## src/rtl/button_debounce.sv

```systemverilog
// Multi-channel push-button debouncer: two-flop sync per channel, then a level is accepted only
// after STABLE_CYCLES consecutive agreeing clocks. Build option: BUTTON_DEBOUNCE_INVERT_EN.
module button_debounce #(
  parameter int unsigned WIDTH         = 4,
  parameter int unsigned STABLE_CYCLES = 500000,
  parameter int unsigned CNT_W         = 24
) (
  input  logic             clk,
  input  logic             rst_n,
  input  logic [WIDTH-1:0] btn_in,
  output logic [WIDTH-1:0] btn_out,
  output logic [WIDTH-1:0] btn_busy
);

  localparam logic [CNT_W-1:0] CNT_LAST = CNT_W'(STABLE_CYCLES - 1);
  localparam logic [CNT_W-1:0] CNT_ONE  = CNT_W'(1);

  logic [WIDTH-1:0]            btn_raw_c;
  logic [WIDTH-1:0]            sync1;
  logic [WIDTH-1:0]            sync2;
  logic [WIDTH-1:0]            stable_nxt;
  logic [WIDTH-1:0]            busy_nxt;
  logic [WIDTH-1:0][CNT_W-1:0] cnt;
  logic [WIDTH-1:0][CNT_W-1:0] cnt_nxt;

  // Active-low buttons with pull-ups are flipped so that "pressed" is always 1 downstream.
`ifdef BUTTON_DEBOUNCE_INVERT_EN
  assign btn_raw_c = ~btn_in;
`else
  assign btn_raw_c = btn_in;
`endif

  // Per-channel candidate counter; any cycle agreeing with the current level aborts the candidate.
  always_comb begin
    stable_nxt = btn_out;
    busy_nxt   = '0;
    cnt_nxt    = '0;
    for (int i = 0; i < int'(WIDTH); i++) begin
      if (sync2[i] != btn_out[i]) begin
        if (cnt[i] == CNT_LAST) begin
          stable_nxt[i] = sync2[i];
        end else begin
          cnt_nxt[i] = cnt[i] + CNT_ONE;
        end
      end
      busy_nxt[i] = (cnt_nxt[i] != '0);
    end
  end

  // busy is registered from the next count so it tracks the count register cycle for cycle.
  always_ff @(posedge clk or negedge rst_n) begin
    if (!rst_n) begin
      sync1    <= '0;
      sync2    <= '0;
      btn_out  <= '0;
      btn_busy <= '0;
      cnt      <= '0;
    end else begin
      sync1    <= btn_raw_c;
      sync2    <= sync1;
      btn_out  <= stable_nxt;
      btn_busy <= busy_nxt;
      cnt      <= cnt_nxt;
    end
  end

endmodule
```

## config.mk

```make
export PLATFORM = sky130hd
export DESIGN_NAME = button_debounce
export DESIGN_NICKNAME = d
export VERILOG_FILES = /design/src/rtl/button_debounce.sv
export SDC_FILE = /design/constraint.sdc
export NUM_CORES = 1
export LEC_CHECK = 0
export CAP_MARGIN = 20
export CORE_AREA = 2 2 122 124
export DETAILED_ROUTE_END_ITERATION = 12
export DIE_AREA = 0 0 124 126
export PLACE_DENSITY = 0.58
export SYNTH_ARGS = -nofsm -noshare
export SYNTH_HDL_FRONTEND = slang
export SYNTH_SLANG_ARGS = --single-unit
export TNS_END_PERCENT = 10
```

## constraint.sdc

```tcl
create_clock -name clk -period 3.91 [get_ports clk]
set_clock_uncertainty 0.15 [all_clocks]
set_input_delay 0.5865 -clock clk [delete_from_list [all_inputs] [get_ports clk]]
set_output_delay 0.5865 -clock clk [all_outputs]
set_load 0.01 [all_outputs]
```

==> results.yml <==
clocking:
  postCtsSetupBuffers: 0
  cts_num_sinks: 112
  cts_resized: 0
  htree_levels: 3
  clk_path_buf_depth: 2
  clock_latency_ns: 0.35
  cts_tree: "built"
  cts_made_buffers: 9
  cts-root-buf: "clkbuf_16"
  cts_hold_buf: 0
  clk_pin_slew_ns: 0.07
floorplan:
  die_h_um: 126
  fp.dieW_um: 124
  start_util_pct: 44.4
  pin_count: 14
  die_area_um2: 15600
  core_um2: 14300
  rows: 44
grt:
  grtUsageMet3_pct: 4.89
  grtUsageMet2_pct: 28.4
  grt-busiest-layer: "met2"
  grt_first_pass_wirelength_um: 23300
  grtUsageMet1_pct: 25.1
  grt_usage_pct: 18.2
  gr-total-overflow: 0
  antenna_found_initial: 0
  grt_max_degree: 71
  grt_pass1_vias: 4876
job:
  drv_cap: 0
setup_path:
  endpoint: "btn_busy[3]"
  startpoint_type: "register"
  crit_cells: 8
  crit_type: "register to register"
  required_ns: 3.98
  crit_arrival_ns: 3.04
  cp_max_fo: 5
  cpMostUsedCell: "nor4_1"
  ff2ff_path_depth: 8
  r2r_setup_slack_ns: 0.94
  reg2reg_to: "btn_busy[3]"
  cp_slowest_cell: "nor4_1"
  timing.rr.start: "cnt[72]"
  cpPeakStageDelay_ns: 0.64
  cp_top_family: "simple AND/OR/NAND/NOR gates"
  endpoint_kind: "register"
  path_cells: "ha_1, nand4_1, nor4_1, nor2_1, nor4_1, o2111ai_1, nor4_1, o21ai_1"
  path_buf_inv: 0
  cp-startpoint: "cnt[72]"
logic_synthesis:
  synth_area_leaders: "dfrtp_1 (44%), xnor2_1 (7.3%), nor2_1 (7.2%), xor2_1 (5.9%), nand3_1 (3.7%)"
  yosys.area.top_type_share_pct: 44.1
  netlist-cell-type-count: 65
  synth_area_per_cell_um2: 9.07
  yosysWarnings: 0
  synthCells: 701
  seq_area_frac_synth_pct: 44.1
  synth_top_flop_cell: "dfrtp_1"
  syn-num-nets: 711
  synth.largest_area_cell: "dfrtp_1"
  ys_ff_latch: 112
  syn_area_um2: 6360
  synth_edf_count: 0
  async_flop_share_pct: 100
power:
  p_leak_nw: 2.73
  finalPower_mw: 2.25
  p_int_mw: 1.75
  switching_share_pct: 22.3
  p_comb_share_pct: 4.6
  pwr_density_cell_nw_per_um2: 328
  ir_drop_mv: 0.224
  pwr-share-seq_pct: 53.0
  switching_power_mw: 0.502
  power.share.clock_pct: 42.4
routing:
  vias: 4927
  firstDrtPassIters: 5
  via_per_inst: 5.63
  antenna_left: 0
  totalWireLength_um: 13000
  drt_iter0_markers: 333
  wl_per_cell_um: 14.8
  remaining_drc_errors: 0
status:
  status: "finished clean"
layout:
  final_core_util_pct: 48.0
  final_common_cell: "nor2_1"
  fillCellCount: 1382
  drive_gt1_share_pct: 5.64
  area_growth_pct: 7.95
  n_antenna_cell: 0
  final_cells: 875
  final_nets: 696
  final_cell_mix: "nor2_1 (122), dfrtp_1 (112), xnor2_1 (53)"
  fin_area_um2: 6860
sta:
  setup_violations: 0
  whs_ns: 0.200
  fmaxAchievable_mhz: 337
  rsz0062_at_grt: "no"
  worstMarginPinSlew_ns: 0.899
  hold_violations: 0
  fin_setup_tns_ns: 0
  timing.slew.headroom_pct: 40.1
  period_share_pct: 75.9
  finalCriticalPeriod_ns: 2.97
  drv_slew: 0
  layout_setup_ws_ns: 0.942
place:
  place_area_um2: 6560
  place_inst: 859
  dp_hpwl_um: 8940
  portBuffers: 13
  place_ws_ns: 1.02
  gp_congestion: 0.862
hold_path:
  min_path_type: "register to register"
[logic make-up (layout without fill, tap and decap cells)]
| family | after synthesis | count (layout) | synth area share, % |
|---|---|---|---|
| adders and majority gates | 5 | 5 | 0.945 |
| DFF | 112 | 112 | 44.1 |
| muxes | 12 | 12 | 2.01 |
| buffers and inverters | 50 | 40 | 3.48 |
| AOI/OAI and AO/OA | 54 | 54 | 5.51 |
| xor gates and xnor gates | 96 | 96 | 13.2 |
| and+or+nand+nor | 372 | 372 | 30.8 |
[per-layer routing]
layer	vias to the layer above	part of all wire, %
li1	2432	-
met2	80	46
met1	2399	49
met5	-	0
met4	0	1.6
met3	16	3.3
[cell type report]
| type | count | area, um2 | area share [%] |
|---|---|---|---|
| multi-input cells | 539 | 3330 | 48.6 |
| clock buffers | 12 | 256 | 3.74 |
| repair buffers | 15 | 155 | 2.26 |
| flip-flops and latches | 112 | 2800 | 40.8 |
| well taps | 184 | 230 | 3.35 |
| inverters | 9 | 33.8 | 0.492 |
| clock inverters | 4 | 51.3 | 0.747 |
[synth_stat cells (5+ instances only)]
library cell,instances
a21oi_1,15
a31oi_1,5
and3_1,21
and4_1,7
buf_2,12
clkbuf_1,25
dfrtp_1,112
inv_1,9
mux2_2,6
mux2i_1,6
nand2_1,45
nand3_1,47
nand4_1,28
nor2_1,122
nor3_1,28
nor4_1,23
o21ai_0,9
xnor2_1,53
xor2_1,43
[worst reg2reg max path: stages (launching register included)]
cell,delay (ns)
dfrtp_1,0.42
ha_1,0.25
nand4_1,0.24
nor4_1,0.64
nor2_1,0.11
nor4_1,0.43
o2111ai_1,0.17
nor4_1,0.35
o21ai_1,0.09
[power by group through the flow]
| stage | clock (mW) | sequential (mW) | combinational (mW) |
|---|---|---|---|
| 3_3_place_gp | 0 | 1.21 | 0.104 |
| 6_report | 0.955 | 1.19 | 0.103 |
| 4_1_cts | 0.989 | 1.19 | 0.107 |
| 5_1_grt | 1.04 | 1.19 | 0.118 |
| 2_1_floorplan | 0 | 1.21 | 0.0528 |
| 3_5_place_dp | 0 | 1.21 | 0.107 |
[worst min-delay path by stage]
stage,endpoint,start,depth (start not counted)
after floorplan,btn_busy[0],rst_n,0
after global placement,sync2[3],sync1[3],0
after detailed placement,sync2[1],sync1[1],0
after CTS,sync2[1],sync1[1],0
after global routing,sync2[0],sync1[0],0
final,sync2[1],sync1[1],0
[flip-flops by register name, indices dropped and copies added (netlist names)]
name	flops
btn_busy	4
btn_out	4
cnt	96
sync1	4
sync2	4
No activity file was read; power rests on OpenSTA's default activity.
